$ cat src/rtl/encode_20_pkg.sv
// encode_20_pkg: shared types and 2-of-5 code constants for the BCD encoder.
// Latency: n/a (constants and types only).
// Backpressure: n/a.
package encode_20_pkg;

  typedef logic [3:0] bcd_t;
  typedef logic [4:0] code_t;

  // 2-of-5 code words, bit weights 7-4-2-1-0 from MSB to LSB.
  // Zero has no natural pair in this weighting, so it reuses 7+4 (=11).
  localparam code_t CODE_0       = 5'b11000;
  localparam code_t CODE_1       = 5'b00011;
  localparam code_t CODE_2       = 5'b00101;
  localparam code_t CODE_3       = 5'b00110;
  localparam code_t CODE_4       = 5'b01001;
  localparam code_t CODE_5       = 5'b01010;
  localparam code_t CODE_6       = 5'b01100;
  localparam code_t CODE_7       = 5'b10001;
  localparam code_t CODE_8       = 5'b10010;
  localparam code_t CODE_9       = 5'b10100;
  localparam code_t CODE_ILLEGAL = 5'b00000;

endpackage

$ cat src/rtl/encode_digit.sv
// encode_digit: combinational BCD digit to 2-of-5 code converter.
// Latency: 0 cycles (pure combinational).
// Backpressure: none; output follows input continuously.
// Ports: digit (4b BCD in), code (5b 2-of-5 out), err (1 = digit above 9).
module encode_digit
  import encode_20_pkg::*;
(
  input  logic [3:0] digit,
  output logic [4:0] code,
  output logic       err
);

  always_comb begin
    code = CODE_ILLEGAL;
    err  = 1'b0;
    case (digit)
      4'd0:    code = CODE_0;
      4'd1:    code = CODE_1;
      4'd2:    code = CODE_2;
      4'd3:    code = CODE_3;
      4'd4:    code = CODE_4;
      4'd5:    code = CODE_5;
      4'd6:    code = CODE_6;
      4'd7:    code = CODE_7;
      4'd8:    code = CODE_8;
      4'd9:    code = CODE_9;
      default: begin
        // 10-15 are not BCD: emit the all-zero word and flag it
        code = CODE_ILLEGAL;
        err  = 1'b1;
      end
    endcase
  end

endmodule

$ cat src/rtl/encode_20.sv
// encode_20: registers the 2-of-5 encoding of four BCD digits.
// Latency: 1 cycle from in_valid edge to out_valid.
// Backpressure: none; accepts a new set every cycle, outputs hold when idle.
// Ports: clk, rst_n (sync, active-low), in_valid + in1..in4 (BCD, in1 MSD),
//        out1..out4 (5b codes), total ({out1..out4}), out_valid, err[3:0].
module encode_20
  import encode_20_pkg::*;
(
  input  logic        clk,
  input  logic        rst_n,
  input  logic        in_valid,
  input  logic [3:0]  in1,
  input  logic [3:0]  in2,
  input  logic [3:0]  in3,
  input  logic [3:0]  in4,
  output logic [4:0]  out1,
  output logic [4:0]  out2,
  output logic [4:0]  out3,
  output logic [4:0]  out4,
  output logic [19:0] total,
  output logic        out_valid,
  output logic [3:0]  err
);

  code_t      c1, c2, c3, c4;
  logic [3:0] e;

  encode_digit u_d1 (.digit(in1), .code(c1), .err(e[3]));
  encode_digit u_d2 (.digit(in2), .code(c2), .err(e[2]));
  encode_digit u_d3 (.digit(in3), .code(c3), .err(e[1]));
  encode_digit u_d4 (.digit(in4), .code(c4), .err(e[0]));

  // Reset wins over a coincident in_valid, so that cycle's data is dropped.
  always_ff @(posedge clk) begin
    if (!rst_n) begin
      out1      <= CODE_ILLEGAL;
      out2      <= CODE_ILLEGAL;
      out3      <= CODE_ILLEGAL;
      out4      <= CODE_ILLEGAL;
      err       <= 4'b0000;
      out_valid <= 1'b0;
    end else begin
      out_valid <= in_valid;
      if (in_valid) begin
        out1 <= c1;
        out2 <= c2;
        out3 <= c3;
        out4 <= c4;
        err  <= e;
      end
    end
  end

  // Derived from the registers so it can never disagree with out1..out4.
  assign total = {out1, out2, out3, out4};

endmodule

$ cat config.mk
export PLATFORM = sky130hd
export DESIGN_NAME = encode_20
export DESIGN_NICKNAME = d
export VERILOG_FILES = /design/src/rtl/encode_20_pkg.sv /design/src/rtl/encode_digit.sv /design/src/rtl/encode_20.sv
export SDC_FILE = /design/constraint.sdc
export NUM_CORES = 1
export LEC_CHECK = 0
export BUFFER_PORTS_ARGS = -buffer_cell sky130_fd_sc_hd__clkbuf_2
export CORE_ASPECT_RATIO = 1.75
export CORE_UTILIZATION = 51
export DETAILED_ROUTE_END_ITERATION = 12
export PLACE_DENSITY = 0.85
export SYNTH_ARGS = -nofsm -noshare
export SYNTH_HDL_FRONTEND = slang
export SYNTH_SLANG_ARGS = --single-unit
$ cat constraint.sdc
create_clock -name clk -period 1.4 [get_ports clk]
set_input_delay 0 -clock clk [delete_from_list [all_inputs] [get_ports clk]]
set_output_delay 0 -clock clk [all_outputs]
set_load 0.01 [all_outputs]
# Word-level counts from Yosys, hierarchy flattened
# Index checks and enable logic that the tools add are counted.
# word_totals
regBits	25
in_bits	19
output_inout_bits	45
# classes
n_eq_ne	36
muxes	8
reduce_logical	8
# ops
cell	n
one-hot mux 5 bit (10 select lines)	4
equality test 4 x 3 -> 1 bit, second input constant	16
OR reduction 10 bit	4
equality test 4 x 2 -> 1 bit, second input constant	8
equality test 4 bit, second input constant	8
equality test 4 x 1 -> 1 bit, second input constant	4
logical NOT 4 bit	4
2-to-1 mux 1 bit	4

# Longest topological paths before layout
# depth
word_depth	3
ltp_mapped	5
depth_no_buf	3

# Modules after synthesis
# Synthesis repeated with hierarchy kept, for this count alone.
# hier_totals
cells_unflattened	167
area_unflattened_um2	1566.5
# modules_own_cells
module	n_inst	cells_per_inst	area_per_inst_um2	seq_area_each_um2
encode_20	1	99	1106.1	500.5
encode_digit	4	17	115.1	0.0

# Worst setup path after synthesis
# OpenSTA, ideal clock, no wires.
# synth_timing
path_kind	input-to-reg
from	in in2[0]
to	reg out2[1]
setup_time_ns	0.060
arrival_ns	0.785
slack_ns	0.555
stages	4
n_path_buf	1
path_cell_list	buf_2 -> or3b_1 -> a21oi_1 -> o221a_1
# synth_via
elab_chain_cells	2
word_cells_on_any_way	11
classes_between	9 x eq/ne; 1 x mux; 1 x reduce/logical
# synth_rtl
item	line_no	source
start: declaration	encode_20.sv:13	input logic [3:0] in2,
equality test 4 bit, or another cell as far along	encode_digit.sv:16	case (digit)
one-hot mux 5 bit (10 select lines) *	encode_digit.sv:16	
end signal: assignment	encode_20.sv:37	out2 <= CODE_ILLEGAL;
end signal: assignment	encode_20.sv:46	out2 <= c2;
end: declaration	encode_20.sv:17	output logic [4:0] out2,
# Mark *: on every way between the ends. The rest lies on a longest branch, timed or not.
# A chain may end at the register's enable or synchronous reset.

# Worst setup path after layout
# layout_timing
from	reg out4[3]
to	out total[3]
# layout_lines
item	line_no	source
start: declaration	encode_20.sv:19	output logic [4:0] out4,
start signal: assignment	encode_20.sv:39	out4 <= CODE_ILLEGAL;
start signal: assignment	encode_20.sv:48	out4 <= c4;
end: declaration	encode_20.sv:20	output logic [19:0] total,
# No word-level cell between the ends.

==> parameters.txt <==
Parameter                              Value

Final layout
  Fraction of final layout cells sized beyond drive strength 1    36.4%
  Layout Area Growth over Synthesis    14.5%
  Cell area after layout    1690 sq um
  Layout fillers    254
  Antenna Diode Count    0
  Net count of the finished layout    229

Detailed routing
  Routed length on met2    1480 um
  First-iteration detailed-routing DRC count    39
  Overall via count from detail_route    1288
  Highest routing layer actually used    met4
  Routed wire length on met3    118 um
  Iteration count of the initial detailed-routing pass    4
  Number of antenna-violating nets in the routed design    0
  Via-per-instance ratio    5.46
  Wire length the detailed router placed on met1    1130 um
  Routed length per placed instance    11.7 um
  Total detailed-routing wirelength    2750 um
  Residual DRC count    0

Place
  Number of port buffers    63
  Placed wire-length estimate after detailed placement    2100 um
  Placement Setup Slack    413 ps
  Area after detailed placement    1640 sq um
  Routability-driven placement congestion ratio    0.684

STA
  Final-layout setup total negative slack    0 ps
  Worst slew margin relative to its limit    71.4%
  Final Hold Viols    0
  Final Slew Violations    0
  Worst Slack Setup Final    605 ps
  Final period util    56.8%
  RSZ-0062 raised after global routing    no
  Slew at the pin closest to its max-slew limit    429 ps
  Worst setup skew after layout    0 ps
  Upper clock frequency limit    1260 MHz
  Final-report setup violation count    0
  Tmin final    795 ps

Floorplan
  Starting density of the core    54.2%
  Total Die Area    3120 sq um
  Die height    73.1 um
  Total core area    2720 sq um
  Number of cell rows    25
  Number of placed I/O pins    64
  Horizontal extent of the die    42.6 um

Worst hold path
  WHS Path Cells    3
  Hold/Removal Path Class    in -> reg
  Launch instance of the worst min-delay path    in1[0]
  Hold EP    out1[2]

Flow run
  Max-cap violations    0

Pwr
  Fraction of power consumed by combinational cells    23.0%
  Sequential Power Share    49.9%
  Power per cell area    932 nW/um^2
  Clock network power share    27.1%
  Leakage power figure    0.808 nW
  Internal power contribution    1.13 mW
  Net switching power of the design    0.447 mW
  Worst VDD drop    0.000871 V
  Fraction of power spent switching nets    28.4%

Setup path
  Worst Setup Start Kind    register
  Cell Chain, Critical Path    clkbuf_2
  Req. time, crit path    1400 ps
  Reg-to-reg endpoint    out2[0]
  Startpoint of the worst-slack reg-to-reg timing path    out2[0]
  Crit Path Category    reg -> out
  R2r setup slk    680 ps
  Delay of the slowest cell on the worst path    380 ps
  Critical path buffer and inverter count    1
  Top Family by Delay on Critical Path    flip-flops
  Source of the critical timing path    out4[3]
  WP data arrival    800 ps
  Category of the worst setup path capture point    primary output
  Depth of the worst register-to-register path    2
  Top fanout value on the critical path    3
  Crit-path slowest cell    sky130_fd_sc_hd__dfxtp_1

CTS
  Clock Sink Count    25
  CTS H-tree depth    1
  Post-CTS Setup Bufs    0
  CTS Hold Buffers Added    0
  Cts bufs inserted    3
  Clock root buffer    sky130_fd_sc_hd__clkbuf_8
  Insertion delay of the later-clocked pin in the worst-skew pair    260 ps
  TritonCTS clock tree    yes
  CTS Buffer Depth    2
  Post-cts resize count    0
  Clk pin slew, worst setup/hold paths    90 ps

Synth
  Total number of yosys warnings    0
  Average footprint of a synthesized cell    8.52 sq um
  Share of Yosys cell area claimed by the top area cell type    34.0%
  Cell types with the largest area share after synthesis    sky130_fd_sc_hd__dfxtp_1 (34%), sky130_fd_sc_hd__buf_4 (10%), sky130_fd_sc_hd__nand2b_1 (4.2%), sky130_fd_sc_hd__a21oi_1 (3.7%), sky130_fd_sc_hd__o21ai_0 (3.7%)
  Portion of the post-synthesis area used by sequential elements    34.0%
  Number of synthesized register bits    25
  Flip-flop cell with the highest count after synthesis    sky130_fd_sc_hd__dfxtp_1
  Library cells used by synthesis    33
  Total standard cell area after synthesis    1470 sq um
  Cell with the most instances after synthesis    sky130_fd_sc_hd__dfxtp_1
  Share of synthesized flip-flops with an asynchronous set or reset    0%
  Cell taking the most area after synthesis    sky130_fd_sc_hd__dfxtp_1
  EDFF count, synth    0
  Cell count after synthesis    173
  Most common library cells after synthesis    sky130_fd_sc_hd__dfxtp_1 (25), sky130_fd_sc_hd__buf_4 (20), sky130_fd_sc_hd__nand2_1 (12)
  Synthesized Nets    192

Global route
  Via count of the first global-routing pass    1030
  Global-route usage over all layers    17.5%
  Largest net degree at the start of global routing    31
  Gr ovfl total    0
  Global-route wire length before repair    4290 um
  Initial antenna violation count    0

Status
  Outcome    completed
[worst max-delay path by stage]
stage | endpoint | slack [ps] | cells after the start
2_1_floorplan | out2[1] | 550 | 4
3_3_place_gp | out4[2] | 440 | 4
3_5_place_dp | err[2] | 410 | 4
4_1_cts | total[3] | 590 | 1
5_1_grt | err[2] | 570 | 4
6_report | total[3] | 600 | 1
[layout by cell type (no fill, tap or decap), types with 2 or more instances in the layout]
master and instances:
sky130_fd_sc_hd__nand4_1 3, sky130_fd_sc_hd__dfxtp_1 25, sky130_fd_sc_hd__and2_1 5, sky130_fd_sc_hd__a21boi_1 2
sky130_fd_sc_hd__o21ai_0 11, sky130_fd_sc_hd__nand3_1 3, sky130_fd_sc_hd__xor3_1 2, sky130_fd_sc_hd__clkbuf_8 3
sky130_fd_sc_hd__nand2_1 12, sky130_fd_sc_hd__xnor3_1 2, sky130_fd_sc_hd__o22ai_1 3, sky130_fd_sc_hd__nor3b_2 2
sky130_fd_sc_hd__nor2_1 7, sky130_fd_sc_hd__o221a_2 4, sky130_fd_sc_hd__inv_1 9, sky130_fd_sc_hd__a31oi_1 6
sky130_fd_sc_hd__o41ai_1 2, sky130_fd_sc_hd__nand3b_1 4, sky130_fd_sc_hd__o21a_1 2, sky130_fd_sc_hd__o31ai_1 2
sky130_fd_sc_hd__nor2b_1 3, sky130_fd_sc_hd__a21oi_1 11, sky130_fd_sc_hd__nand2b_1 10, sky130_fd_sc_hd__clkbuf_2 63
sky130_fd_sc_hd__o211ai_1 4
[final cells by class]
type	instances	area, sq um	area share (%)
clock buffers	3	41.3	2.45
clock inverters	1	7.51	0.445
inverters	9	33.8	2.00
multi-input cells	107	736	43.6
flip-flops and latches	25	500	29.7
well taps	27	33.8	2.00
repair buffers	64	335	19.9
[metrics by stage]
step	hold slack [ps]	power, mW	utilization, %	instances
2_1_floorplan	138	1.07	-	173
3_3_place_gp	338	1.16	60.2	232
3_5_place_dp	342	1.17	60.2	232
4_1_cts	55.9	1.59	62.0	236
5_1_grt	75.0	1.64	62.0	236
6_report	61.6	1.57	62.0	236
[worst register-to-register path: cells and delay by family (launching register included)]
kind               cells  cell delay, ps
and+or+nand+nor        1             130
DFF                    1             330
AOI/OAI and AO/OA      1             170
[sequential cells by signal, summed over array words and instances, names as in the netlist]
signal / cells
err: 4
out3: 5
out2: 5
out_valid: 1
out4: 5
out1: 5
[metal layers]
layer  GRT usage (%)  up-vias
li1                -      663
met2            32.5       39
met4            8.33        0
met3            1.98        2
met5               0        -
met1            19.1      584
[kinds of logic after synthesis]
kind of cell | share of synthesized area, %
xor gates and xnor gates | 6.28
muxes | 0.679
buffers and inverters | 16.1
DFF | 34.0
AOI/OAI and AO/OA | 21.9
and+or+nand+nor | 20.4
adders and majority gates | 0.679
[power by group through the flow]
stage	Sequential (mW)	Combinational, mW	Clock [mW]
after global routing	0.792	0.397	0.452
after floorplan	0.820	0.248	0
after global placement	0.802	0.356	0
after CTS	0.787	0.365	0.435
final	0.785	0.362	0.426
after detailed placement	0.803	0.364	0
Power figures use the tool's default switching activity.
